**src/rtl/hp_pattern_target_if.sv**
```systemverilog
// hp_pattern_target_if: AXI4 HP bus bundle (AW/W/B/AR/R) between the kernel master
// and the pattern target.
interface hp_pattern_target_if #(
    parameter int unsigned HP_ADDR_WIDTH = 48,
    parameter int unsigned HP_DATA_WIDTH = 128
);
    localparam int unsigned STRB_W = HP_DATA_WIDTH / 8;

    logic [HP_ADDR_WIDTH-1:0] awaddr;
    logic [7:0]               awlen;
    logic [2:0]               awsize;
    logic [1:0]               awburst;
    logic                     awvalid;
    logic                     awready;

    logic [HP_DATA_WIDTH-1:0] wdata;
    logic [STRB_W-1:0]        wstrb;
    logic                     wlast;
    logic                     wvalid;
    logic                     wready;

    logic [1:0]               bresp;
    logic                     bvalid;
    logic                     bready;

    logic [HP_ADDR_WIDTH-1:0] araddr;
    logic [7:0]               arlen;
    logic [2:0]               arsize;
    logic [1:0]               arburst;
    logic                     arvalid;
    logic                     arready;

    logic [HP_DATA_WIDTH-1:0] rdata;
    logic [1:0]               rresp;
    logic                     rlast;
    logic                     rvalid;
    logic                     rready;

    modport master (
        output awaddr, awlen, awsize, awburst, awvalid,
        input  awready,
        output wdata, wstrb, wlast, wvalid,
        input  wready,
        input  bresp, bvalid,
        output bready,
        output araddr, arlen, arsize, arburst, arvalid,
        input  arready,
        input  rdata, rresp, rlast, rvalid,
        output rready
    );

    modport slave (
        input  awaddr, awlen, awsize, awburst, awvalid,
        output awready,
        input  wdata, wstrb, wlast, wvalid,
        output wready,
        output bresp, bvalid,
        input  bready,
        input  araddr, arlen, arsize, arburst, arvalid,
        output arready,
        output rdata, rresp, rlast, rvalid,
        input  rready
    );
endinterface

```
**src/rtl/hp_pattern_target.sv**
```systemverilog
// hp_pattern_target: AXI4 HP slave that checks INCR write bursts against a per-DW
// arithmetic pattern and answers reads with it. HP_PATTERN_TARGET_STALL_EN enables cfg_stall.
module hp_pattern_target (
    input  logic                 clk,
    input  logic                 rstn,
    hp_pattern_target_if.slave   hp,
    input  logic [127:0]         cfg_start_value_i,
    input  logic [127:0]         cfg_stride_i,
    input  logic                 cfg_clear_i,
    input  logic [3:0]           cfg_stall_i,
    output logic [31:0]          stat_wr_beats_o,
    output logic [31:0]          stat_rd_beats_o,
    output logic [31:0]          stat_checksum_o,
    output logic [15:0]          stat_err_o
);
    localparam int unsigned DW_W   = 32;
    localparam int unsigned NUM_DW = 4;
    localparam int unsigned DATA_W = DW_W * NUM_DW;
    localparam int unsigned STRB_W = DATA_W / 8;

    typedef enum logic [1:0] {W_IDLE, W_DATA, W_RESP} w_state_e;
    typedef enum logic       {R_IDLE, R_DATA}         r_state_e;

    w_state_e          w_state_q, w_state_d;
    r_state_e          r_state_q, r_state_d;
    logic              awready_q, awready_d, wready_q, wready_d, bvalid_q, bvalid_d;
    logic [1:0]        bresp_q, bresp_d;
    logic [7:0]        awlen_q, awlen_d, wbeat_q, wbeat_d;
    logic              arready_q, arready_d, rvalid_q, rvalid_d, rlast_q, rlast_d;
    logic [1:0]        rresp_q, rresp_d;
    logic [7:0]        arlen_q, arlen_d, rbeat_q, rbeat_d;
    logic [DATA_W-1:0] wexp_q, wexp_d, rval_q, rval_d;
    logic [31:0]       wr_beats_q, wr_beats_d, rd_beats_q, rd_beats_d;
    logic [31:0]       checksum_q, checksum_d;
    logic [15:0]       err_q, err_d;
`ifdef HP_PATTERN_TARGET_STALL_EN
    logic [3:0]        wstall_q, wstall_d, rstall_q, rstall_d;
`endif

    logic w_fire, r_fire, w_len_hit, w_end, w_miss;
    logic unused_c;

    assign w_fire    = hp.wvalid && wready_q;
    assign r_fire    = rvalid_q && hp.rready;
    assign w_len_hit = (wbeat_q == awlen_q);
    assign w_end     = hp.wlast || w_len_hit;
`ifdef HP_PATTERN_TARGET_STALL_EN
    assign unused_c  = ^{hp.awaddr, hp.araddr};
`else
    assign unused_c  = ^{hp.awaddr, hp.araddr, cfg_stall_i};
`endif

    // Per-DW wrapping increment of the pattern.
    function automatic logic [DATA_W-1:0] step(input logic [DATA_W-1:0] v,
                                               input logic [DATA_W-1:0] s);
        logic [DATA_W-1:0] r;
        r = '0;
        for (int i = 0; i < NUM_DW; i++)
            r[i*DW_W +: DW_W] = v[i*DW_W +: DW_W] + s[i*DW_W +: DW_W];
        return r;
    endfunction

    function automatic logic [31:0] dw_sum(input logic [DATA_W-1:0] v);
        logic [31:0] r;
        r = '0;
        for (int i = 0; i < NUM_DW; i++) r = r + v[i*DW_W +: DW_W];
        return r;
    endfunction

    // Byte-masked compare of the incoming beat against the expected pattern.
    always_comb begin
        w_miss = 1'b0;
        for (int b = 0; b < STRB_W; b++)
            if (hp.wstrb[b] && (hp.wdata[b*8 +: 8] != wexp_q[b*8 +: 8])) w_miss = 1'b1;
    end

    always_comb begin
        w_state_d  = w_state_q;
        awready_d  = 1'b0;
        wready_d   = wready_q;
        bvalid_d   = bvalid_q;
        bresp_d    = bresp_q;
        awlen_d    = awlen_q;
        wbeat_d    = wbeat_q;
        wexp_d     = wexp_q;
        wr_beats_d = wr_beats_q;
        checksum_d = checksum_q;
        err_d      = err_q;
        r_state_d  = r_state_q;
        arready_d  = 1'b0;
        rvalid_d   = rvalid_q;
        rlast_d    = rlast_q;
        rresp_d    = rresp_q;
        arlen_d    = arlen_q;
        rbeat_d    = rbeat_q;
        rval_d     = rval_q;
        rd_beats_d = rd_beats_q;
`ifdef HP_PATTERN_TARGET_STALL_EN
        wstall_d   = wstall_q;
        rstall_d   = rstall_q;
`endif

        unique case (w_state_q)
            W_IDLE: begin
                awready_d = 1'b1;
                if (hp.awvalid && awready_q) begin
                    w_state_d = W_DATA;
                    awready_d = 1'b0;
                    wready_d  = 1'b1;
                    awlen_d   = hp.awlen;
                    wbeat_d   = '0;
                    bresp_d   = ((hp.awsize != 3'd4) || (hp.awburst != 2'd1)) ? 2'b10 : 2'b00;
                end
            end
            W_DATA: begin
                if (w_fire) begin
                    wbeat_d    = wbeat_q + 8'd1;
                    wexp_d     = step(wexp_q, cfg_stride_i);
                    wr_beats_d = wr_beats_q + 32'd1;
                    checksum_d = checksum_q + dw_sum(hp.wdata);
                    if (w_miss && (err_q != 16'hFFFF)) err_d = err_q + 16'd1;
                    // bresp_q carries the header error until the response is issued.
                    if (w_end) begin
                        w_state_d = W_RESP;
                        wready_d  = 1'b0;
                        bvalid_d  = 1'b1;
                        if (hp.wlast != w_len_hit) bresp_d = 2'b10;
                    end
`ifdef HP_PATTERN_TARGET_STALL_EN
                    else if (cfg_stall_i != 4'd0) begin
                        wready_d = 1'b0;
                        wstall_d = cfg_stall_i;
                    end
`endif
                end
`ifdef HP_PATTERN_TARGET_STALL_EN
                else if (!wready_q) begin
                    if (wstall_q <= 4'd1) wready_d = 1'b1;
                    else                  wstall_d = wstall_q - 4'd1;
                end
`endif
            end
            W_RESP: begin
                if (hp.bready) begin
                    w_state_d = W_IDLE;
                    bvalid_d  = 1'b0;
                    bresp_d   = 2'b00;
                    awready_d = 1'b1;
                end
            end
            default: w_state_d = W_IDLE;
        endcase

        unique case (r_state_q)
            R_IDLE: begin
                arready_d = 1'b1;
                if (hp.arvalid && arready_q) begin
                    r_state_d = R_DATA;
                    arready_d = 1'b0;
                    rvalid_d  = 1'b1;
                    arlen_d   = hp.arlen;
                    rbeat_d   = '0;
                    rlast_d   = (hp.arlen == 8'd0);
                    rresp_d   = ((hp.arsize != 3'd4) || (hp.arburst != 2'd1)) ? 2'b10 : 2'b00;
                end
            end
            R_DATA: begin
                if (r_fire) begin
                    rval_d     = step(rval_q, cfg_stride_i);
                    rd_beats_d = rd_beats_q + 32'd1;
                    if (rlast_q) begin
                        r_state_d = R_IDLE;
                        rvalid_d  = 1'b0;
                        rlast_d   = 1'b0;
                        rresp_d   = 2'b00;
                        arready_d = 1'b1;
                    end else begin
                        rbeat_d = rbeat_q + 8'd1;
                        rlast_d = (8'(rbeat_q + 8'd1) == arlen_q);
`ifdef HP_PATTERN_TARGET_STALL_EN
                        if (cfg_stall_i != 4'd0) begin
                            rvalid_d = 1'b0;
                            rstall_d = cfg_stall_i;
                        end
`endif
                    end
                end
`ifdef HP_PATTERN_TARGET_STALL_EN
                else if (!rvalid_q) begin
                    if (rstall_q <= 4'd1) rvalid_d = 1'b1;
                    else                  rstall_d = rstall_q - 4'd1;
                end
`endif
            end
            default: r_state_d = R_IDLE;
        endcase

        // Clear overrides any same-cycle beat's effect on pattern and statistics.
        if (cfg_clear_i) begin
            wexp_d     = cfg_start_value_i;
            rval_d     = cfg_start_value_i;
            wr_beats_d = '0;
            rd_beats_d = '0;
            checksum_d = '0;
            err_d      = '0;
        end
    end

    always_ff @(posedge clk or negedge rstn) begin
        if (!rstn) begin
            w_state_q  <= W_IDLE;
            r_state_q  <= R_IDLE;
            awready_q  <= 1'b0;
            wready_q   <= 1'b0;
            bvalid_q   <= 1'b0;
            bresp_q    <= 2'b00;
            awlen_q    <= '0;
            wbeat_q    <= '0;
            arready_q  <= 1'b0;
            rvalid_q   <= 1'b0;
            rlast_q    <= 1'b0;
            rresp_q    <= 2'b00;
            arlen_q    <= '0;
            rbeat_q    <= '0;
            wexp_q     <= '0;
            rval_q     <= '0;
            wr_beats_q <= '0;
            rd_beats_q <= '0;
            checksum_q <= '0;
            err_q      <= '0;
`ifdef HP_PATTERN_TARGET_STALL_EN
            wstall_q   <= '0;
            rstall_q   <= '0;
`endif
        end else begin
            w_state_q  <= w_state_d;
            r_state_q  <= r_state_d;
            awready_q  <= awready_d;
            wready_q   <= wready_d;
            bvalid_q   <= bvalid_d;
            bresp_q    <= bresp_d;
            awlen_q    <= awlen_d;
            wbeat_q    <= wbeat_d;
            arready_q  <= arready_d;
            rvalid_q   <= rvalid_d;
            rlast_q    <= rlast_d;
            rresp_q    <= rresp_d;
            arlen_q    <= arlen_d;
            rbeat_q    <= rbeat_d;
            wexp_q     <= wexp_d;
            rval_q     <= rval_d;
            wr_beats_q <= wr_beats_d;
            rd_beats_q <= rd_beats_d;
            checksum_q <= checksum_d;
            err_q      <= err_d;
`ifdef HP_PATTERN_TARGET_STALL_EN
            wstall_q   <= wstall_d;
            rstall_q   <= rstall_d;
`endif
        end
    end

    assign hp.awready      = awready_q;
    assign hp.wready       = wready_q;
    assign hp.bvalid       = bvalid_q;
    assign hp.bresp        = bresp_q;
    assign hp.arready      = arready_q;
    assign hp.rvalid       = rvalid_q;
    assign hp.rlast        = rlast_q;
    assign hp.rresp        = rresp_q;
    assign hp.rdata        = rval_q;
    assign stat_wr_beats_o = wr_beats_q;
    assign stat_rd_beats_o = rd_beats_q;
    assign stat_checksum_o = checksum_q;
    assign stat_err_o      = err_q;
endmodule
```
**src/flat_wrapper.sv**
```systemverilog
// flat-port wrapper written by rule: the top's interface ports become plain ports
module hp_pattern_target_flat 
  (clk, rstn, cfg_start_value_i, cfg_stride_i, cfg_clear_i, cfg_stall_i, stat_wr_beats_o, stat_rd_beats_o, stat_checksum_o, stat_err_o, hp_awaddr, hp_awlen, hp_awsize, hp_awburst, hp_awvalid, hp_awready, hp_wdata, hp_wstrb, hp_wlast, hp_wvalid, hp_wready, hp_bresp, hp_bvalid, hp_bready, hp_araddr, hp_arlen, hp_arsize, hp_arburst, hp_arvalid, hp_arready, hp_rdata, hp_rresp, hp_rlast, hp_rvalid, hp_rready);
  hp_pattern_target_if hp_i ();
  input  logic clk;
  input  logic rstn;
  input  logic [127:0] cfg_start_value_i;
  input  logic [127:0] cfg_stride_i;
  input  logic cfg_clear_i;
  input  logic [3:0] cfg_stall_i;
  output logic [31:0] stat_wr_beats_o;
  output logic [31:0] stat_rd_beats_o;
  output logic [31:0] stat_checksum_o;
  output logic [15:0] stat_err_o;
  input wire logic [$bits(hp_i.awaddr)-1:0] hp_awaddr;
  input wire logic [$bits(hp_i.awlen)-1:0] hp_awlen;
  input wire logic [$bits(hp_i.awsize)-1:0] hp_awsize;
  input wire logic [$bits(hp_i.awburst)-1:0] hp_awburst;
  input wire logic [$bits(hp_i.awvalid)-1:0] hp_awvalid;
  output wire logic [$bits(hp_i.awready)-1:0] hp_awready;
  input wire logic [$bits(hp_i.wdata)-1:0] hp_wdata;
  input wire logic [$bits(hp_i.wstrb)-1:0] hp_wstrb;
  input wire logic [$bits(hp_i.wlast)-1:0] hp_wlast;
  input wire logic [$bits(hp_i.wvalid)-1:0] hp_wvalid;
  output wire logic [$bits(hp_i.wready)-1:0] hp_wready;
  output wire logic [$bits(hp_i.bresp)-1:0] hp_bresp;
  output wire logic [$bits(hp_i.bvalid)-1:0] hp_bvalid;
  input wire logic [$bits(hp_i.bready)-1:0] hp_bready;
  input wire logic [$bits(hp_i.araddr)-1:0] hp_araddr;
  input wire logic [$bits(hp_i.arlen)-1:0] hp_arlen;
  input wire logic [$bits(hp_i.arsize)-1:0] hp_arsize;
  input wire logic [$bits(hp_i.arburst)-1:0] hp_arburst;
  input wire logic [$bits(hp_i.arvalid)-1:0] hp_arvalid;
  output wire logic [$bits(hp_i.arready)-1:0] hp_arready;
  output wire logic [$bits(hp_i.rdata)-1:0] hp_rdata;
  output wire logic [$bits(hp_i.rresp)-1:0] hp_rresp;
  output wire logic [$bits(hp_i.rlast)-1:0] hp_rlast;
  output wire logic [$bits(hp_i.rvalid)-1:0] hp_rvalid;
  input wire logic [$bits(hp_i.rready)-1:0] hp_rready;
  assign hp_i.awaddr = hp_awaddr;
  assign hp_i.awlen = hp_awlen;
  assign hp_i.awsize = hp_awsize;
  assign hp_i.awburst = hp_awburst;
  assign hp_i.awvalid = hp_awvalid;
  assign hp_awready = hp_i.awready;
  assign hp_i.wdata = hp_wdata;
  assign hp_i.wstrb = hp_wstrb;
  assign hp_i.wlast = hp_wlast;
  assign hp_i.wvalid = hp_wvalid;
  assign hp_wready = hp_i.wready;
  assign hp_bresp = hp_i.bresp;
  assign hp_bvalid = hp_i.bvalid;
  assign hp_i.bready = hp_bready;
  assign hp_i.araddr = hp_araddr;
  assign hp_i.arlen = hp_arlen;
  assign hp_i.arsize = hp_arsize;
  assign hp_i.arburst = hp_arburst;
  assign hp_i.arvalid = hp_arvalid;
  assign hp_arready = hp_i.arready;
  assign hp_rdata = hp_i.rdata;
  assign hp_rresp = hp_i.rresp;
  assign hp_rlast = hp_i.rlast;
  assign hp_rvalid = hp_i.rvalid;
  assign hp_i.rready = hp_rready;
  hp_pattern_target u_core (.clk(clk), .rstn(rstn), .hp(hp_i), .cfg_start_value_i(cfg_start_value_i), .cfg_stride_i(cfg_stride_i), .cfg_clear_i(cfg_clear_i), .cfg_stall_i(cfg_stall_i), .stat_wr_beats_o(stat_wr_beats_o), .stat_rd_beats_o(stat_rd_beats_o), .stat_checksum_o(stat_checksum_o), .stat_err_o(stat_err_o));
endmodule
```
**config.mk**
```make
export PLATFORM = sky130hd
export DESIGN_NAME = hp_pattern_target_flat
export DESIGN_NICKNAME = d
export VERILOG_FILES = /design/src/rtl/hp_pattern_target_if.sv /design/src/rtl/hp_pattern_target.sv /design/src/flat_wrapper.sv
export SDC_FILE = /design/constraint.sdc
export NUM_CORES = 2
export LEC_CHECK = 0
export CAP_MARGIN = 20
export CORE_AREA = 2 2 302 304
export DETAILED_ROUTE_END_ITERATION = 8
export DIE_AREA = 0 0 304 306
export GPL_ROUTABILITY_DRIVEN = 0
export GPL_TIMING_DRIVEN = 0
export HOLD_SLACK_MARGIN = 0.12
export PLACE_DENSITY = 0.67
export SETUP_SLACK_MARGIN = 0.05
export SYNTH_ARGS = -nofsm -noshare
export SYNTH_HDL_FRONTEND = slang
export SYNTH_SLANG_ARGS = --single-unit
```
**constraint.sdc**
```tcl
create_clock -name clk -period 3.78 [get_ports clk]
set_input_delay 0.567 -clock clk [delete_from_list [all_inputs] [get_ports clk]]
set_output_delay 0.567 -clock clk [all_outputs]
set_load 0.02 [all_outputs]
```
---- Word-level counts from Yosys, hierarchy flattened ----
Cells that the tools add are included.
word-level totals
  flip-flop bits (word level) ............. 413
  input port bits ......................... 535
  output and inout bits ................... 250
  word-level logic and storage cells ...... 205
operators by class
  add/subtract/negate cells ............... 17
  eq/ne operators ......................... 35
  muxes and demuxes ....................... 85
  bitwise logic cells ..................... 1
  reduce and logical (&&, ||, !) cells .... 47
operators by type and width
  kind                                                              count
  128-bit two-way mux                                               6
  32-bit adder                                                      12
  32-bit two-way mux                                                9
  8-bit != test                                                     16
  32-bit by 1-bit adder with 32-bit output (second input constant)  2
  16-bit two-way mux                                                4
  8-bit two-way mux                                                 5
  1-bit two-way mux                                                 36
  8-bit case mux with 2 select lines                                2
  2-bit two-way mux                                                 13
  1-bit logical AND                                                 21
  16-bit by 1-bit adder with 16-bit output (second input constant)  1
  8-bit by 1-bit adder with 8-bit output (second input constant)    2
  8-bit == test                                                     2
  16-bit != test (second input constant)                            1
  2-bit by 1-bit != test with 1-bit output (second input constant)  7
  1-bit case mux with 2 select lines                                7
  2-bit nonzero test                                                7
  2-bit case mux with 3 select lines                                2
  3-bit AND reduction                                               4
  4-bit AND reduction                                               3
  2-bit AND reduction                                               5
  8-bit zero test                                                   1
  2-bit != test (second input constant)                             4
  other kinds (10)                                                  13

---- Depth between registers and ports, before layout ----
  depth after elaboration ................. 23
  gate-level depth with buffers ........... 19

---- Worst setup path before layout ----
OpenSTA, ideal clock, no wires.
  path type ............................... input-to-reg
  start ................................... in hp_wdata[1]
  end ..................................... reg u_core.checksum_q[31], in the netlist u_core.stat_checksum_o[31]
  library setup time ...................... 130 ps
  arrival time ............................ 4,726 ps
  setup slack ............................. -1,076 ps
  stages on the path ...................... 18
  buffers on the path ..................... 0
  path through ............................ inv_1 > fa_1 > fa_1 > fa_1 > inv_1 > ha_1 > fa_1 > a21oi_1 > o21ai_1 > a211oi_1 > o31ai_1 > o211a_1 > a211o_1 > a41o_1 > o41ai_1 > o21bai_1 > xnor2_1 > o21ai_1
between the ends
  longest elaborated chain between the ends .. 7
RTL lines
  element                     line                      source
  start: declaration          flat_wrapper.sv:21        input wire logic [$bits(hp_i.wdata)-1:0] hp_wdata;
  32-bit adder (3 in series)  hp_pattern_target.sv:66   for (int i = 0; i < NUM_DW; i++) r = r + v[i*DW_W +: DW_W];
  32-bit adder                hp_pattern_target.sv:120  checksum_d = checksum_q + dw_sum(hp.wdata);
  32-bit two-way mux          hp_pattern_target.sv:116  if (w_fire) begin
  32-bit two-way mux          hp_pattern_target.sv:103  unique case (w_state_q)
  32-bit two-way mux          hp_pattern_target.sv:199  if (cfg_clear_i) begin
  end signal: assignment      hp_pattern_target.sv:254  checksum_q <= checksum_d;
  end: declaration            hp_pattern_target.sv:34   logic [31:0] checksum_q, checksum_d;
No other way between the ends. The select of a mux whose other input is x is not followed.
A chain may end at the register's enable or synchronous reset.

---- Worst setup path after layout ----
  start ................................... in hp_wdata[66]
  end ..................................... reg u_core.checksum_q[29], in the netlist u_core.stat_checksum_o[29]
between the ends
  longest elaborated chain between the ends .. 6
RTL lines
  element                     line
  32-bit adder (2 in series)  hp_pattern_target.sv:66
  32-bit adder                hp_pattern_target.sv:120
  32-bit two-way mux          hp_pattern_target.sv:116
  32-bit two-way mux          hp_pattern_target.sv:103
  32-bit two-way mux          hp_pattern_target.sv:199
No other way between the ends. The select of a mux whose other input is x is not followed.

==> run metrics <==
status=complete, but fails checks; failing checks=setup timing; Nets=5857; core area=0.0896 mm^2; flop2flop setup slack=-0.01 ns; CP endpoint kind=flop; Synthesis Warnings=0; DP HPWL=148 mm; Hold WC Path Type=input port to async pin; fillcell total=8418; share of the synthesized area in the top cell type=0.293; Bufs on Longest Clock Path=3; startpoint types=input port; Syn Area/Cell=8.55 um^2; Synth Instances=4114; leakage=20.3 nW; floorplan die height=306 um; Die W=304 um; Power Dens Cells=484 mW/mm^2; Netlist cell types=76; Main synth FF type=dfrtp_1; drt first pass iters=6; CP required=4.26 ns; DRT Wirelength=186 mm; Max Fclk=0.228 GHz; final worst-path cycle share=1.16; post-synthesis register bit count=411; antenna violations before repair=77; dpl cells=6023; pre-CTS setup slack=-1.88 ns; clock sinks=411; Fin Setup TNS=-6.07 ns; Max Clock Skew=0.0287 ns; input/output buffers=681; Initial Util=0.392; H-tree Lvls=2; post-synthesis async set-or-reset flop share=1.00; reg-to-reg endpoint=u_core.stat_checksum_o[29]$_DFFE_PN0P_; Yosys top cell by area=dfrtp_1; Placed Area=0.0445 mm^2; CTS tree=yes; unrepaired setup endpoints after global routing=true; Post-Syn Area=0.0352 mm^2; wire per inst=29.9 um; Clk Latency, worst-skew pair=0.65 ns; Congestion Overflow GR=0; Area Growth Syn to Fin=33.9%; antenna-violating nets left=0; post-route cell area=0.0471 mm^2; Final Hold Vio Count=0; Rows=110; vias per cell=6.14; CTS Buf Count=53; largest net degree at the start of global routing=111; multi-input gate area in the final layout=0.0239 mm^2; Worst Path Arrival=4.87 ns; vias in the first global route=36800; DRC viols=0; Crit Path Category=input port to flop; Min Hold Slack=0.490 ns; first-pass GRT wire length=258 mm; largest cells by area after synthesis=dfrtp_1, ha_1, xnor2_1; storage element area=0.0103 mm^2; origin of the critical flop-to-flop path=u_core.stat_checksum_o[1]$_DFFE_PN0P_; Max IR drop VDD=410 uV; Worst-Margin Slew=1.34 ns; worst setup margin=-0.611 ns; Reg clk slew, reported paths=0.06 ns; sequential share of the synthesized area=0.293; fin cells=6200; Total GRT Usage=0.386; Reg2Reg Depth=17; Slew Limit Fails=0; CTS Root Cell=clkbuf_16; layout cell share with drive strength beyond 1=0.0802; critical path fanouts, max=3; Detailed Route Iter0 Violations=5064; Tmin final=4.39 ns; via count=38000; Post-synth EDFFs=0; DIE AREA=0.0930 mm^2; io pins=785; worst rel slew slack=0.105; Max Cap Viol=0; Final setup viols=28
[cell families after synthesis]
group                    share of synthesized area
AND/OR/NAND/NOR                              0.160
adder cells (fa/ha/maj)                      0.160
other                                     0.000107
flip-flops                                   0.293
buffers and inverters                       0.0424
AO/OA/AOI/OAI                                0.224
XOR/XNOR                                     0.106
multiplexers                                0.0149
[cells in the final DEF (no fill, tap or decap), types with 63 or more instances in the layout]
cell / instances
a21o_1: 134
inv_1: 232
ha_1: 272
xor2_1: 155
fa_1: 93
o21a_1: 92
xnor2_1: 265
o21ai_0: 233
a21oi_1: 380
nand3_1: 77
dfrtp_1: 410
clkdlybuf4s50_1: 615
nand2_1: 382
nand2b_1: 63
nor3_1: 76
clkbuf_1: 122
nand4_1: 80
nor2_1: 304
[synthesized netlist by cell type, drive strengths merged, types with 12 or more instances]
master and number:
buf 18, or3 30, a221oi 12, a21oi 405, nor2b 39, o21bai 33, nor2 306, nand3 77
a21o 134, inv 252, dfrtp 411, fa 100, mux2i 12, xnor2 270, o211ai 62, and2 21
nor3 78, o22ai 12, nor4 16, and3 54, a31oi 67, mux2 36, a211oi 56, nand2 382
ha 290, nand2b 63, xor2 155, nand4 80, o31ai 14, clkbuf 124, o21a 92, o21ai 257
[worst max-delay path, stage by stage]
cell and delay (ns):
buf_8 0.08, inv_4 0.03, fa_1 0.55, inv_2 0.05, fa_1 0.50, inv_1 0.05, fa_1 0.49, inv_2 0.06
fa_2 0.40, a21oi_2 0.15, o21ai_2 0.09, a211oi_4 0.30, o31ai_4 0.13, o211a_1 0.26, a211o_1 0.28, a41o_1 0.25
buf_4 0.16, o21ai_2 0.10, nand2b_1 0.10, xnor2_2 0.18, o21ai_1 0.07
[how the worst max path moves through the flow]
stage                     slack, ns    startpoint                                     end
final                         -0.61  hp_wdata[66]  u_core.stat_checksum_o[29]$_DFFE_PN0P_
after global routing          -0.72  hp_wdata[66]  u_core.stat_checksum_o[29]$_DFFE_PN0P_
after CTS                     -0.81   hp_wdata[1]  u_core.stat_checksum_o[31]$_DFFE_PN0P_
after detailed placement      -1.88  hp_wdata[43]  u_core.stat_checksum_o[31]$_DFFE_PN0P_
after global placement       -17.87          rstn         u_core.hp.rdata[60]$_DFFE_PN0P_
after floorplan               -0.65   hp_wdata[2]  u_core.stat_checksum_o[31]$_DFFE_PN0P_
[final cells by class]
class / count / area share
inverter: 253 / 0.0207
tap: 1176 / 0.0313
timing repair buffer: 762 / 0.167
sequential: 411 / 0.218
clock buffer: 78 / 0.0338
multi-input combinational: 3309 / 0.509
buffer: 142 / 0.0120
antenna: 50 / 0.00266
clock inverter: 19 / 0.00524
[flip-flops by register name, summed over array words and instances, names as in the netlist, 2 cells and up]
| signal | flops |
|---|---|
| u_core.hp.rdata | 128 |
| u_core.wexp_q | 128 |
| u_core.stat_checksum_o | 32 |
| u_core.stat_rd_beats_o | 32 |
| u_core.stat_wr_beats_o | 32 |
| u_core.stat_err_o | 16 |
| u_core.arlen_q | 8 |
| u_core.awlen_q | 8 |
| u_core.rbeat_q | 8 |
| u_core.wbeat_q | 8 |
| u_core.w_state_q | 2 |
[report_power, final]
part	leakage (nW)	switching, mW	internal (mW)	total (mW)
Sequential	5.03	0.642	4.93	5.57
Combinational	14.4	6.69	4.93	11.6
Clock	0.899	2.32	3.25	5.58
[what timing repair did]
item                                    CTS  global route
gates resized for setup                 213           147
endpoints found under the setup margin   91            47
buffers inserted                         11            16
endpoints found under the hold margin    77             0
hold buffers                              1             0
pin swaps                                50            60
[stage by stage]
stage / power, mW / util
global route: 23.7 / 0.525
global placement: 16.0 / 0.487
detailed placement: 16.2 / 0.497
CTS: 22.1 / 0.520
finish: 22.8 / 0.525
floorplan: 12.1 / -
[routing by layer]
layer / global-route usage / vias up / share of wire
met5: 0 / - / 0.0019
met4: 0.289 / 52 / 0.086
met3: 0.132 / 728 / 0.14
met2: 0.572 / 2644 / 0.42
met1: 0.462 / 18300 / 0.36
li1: - / 16400 / -
No activity file was read; power rests on OpenSTA's default activity.
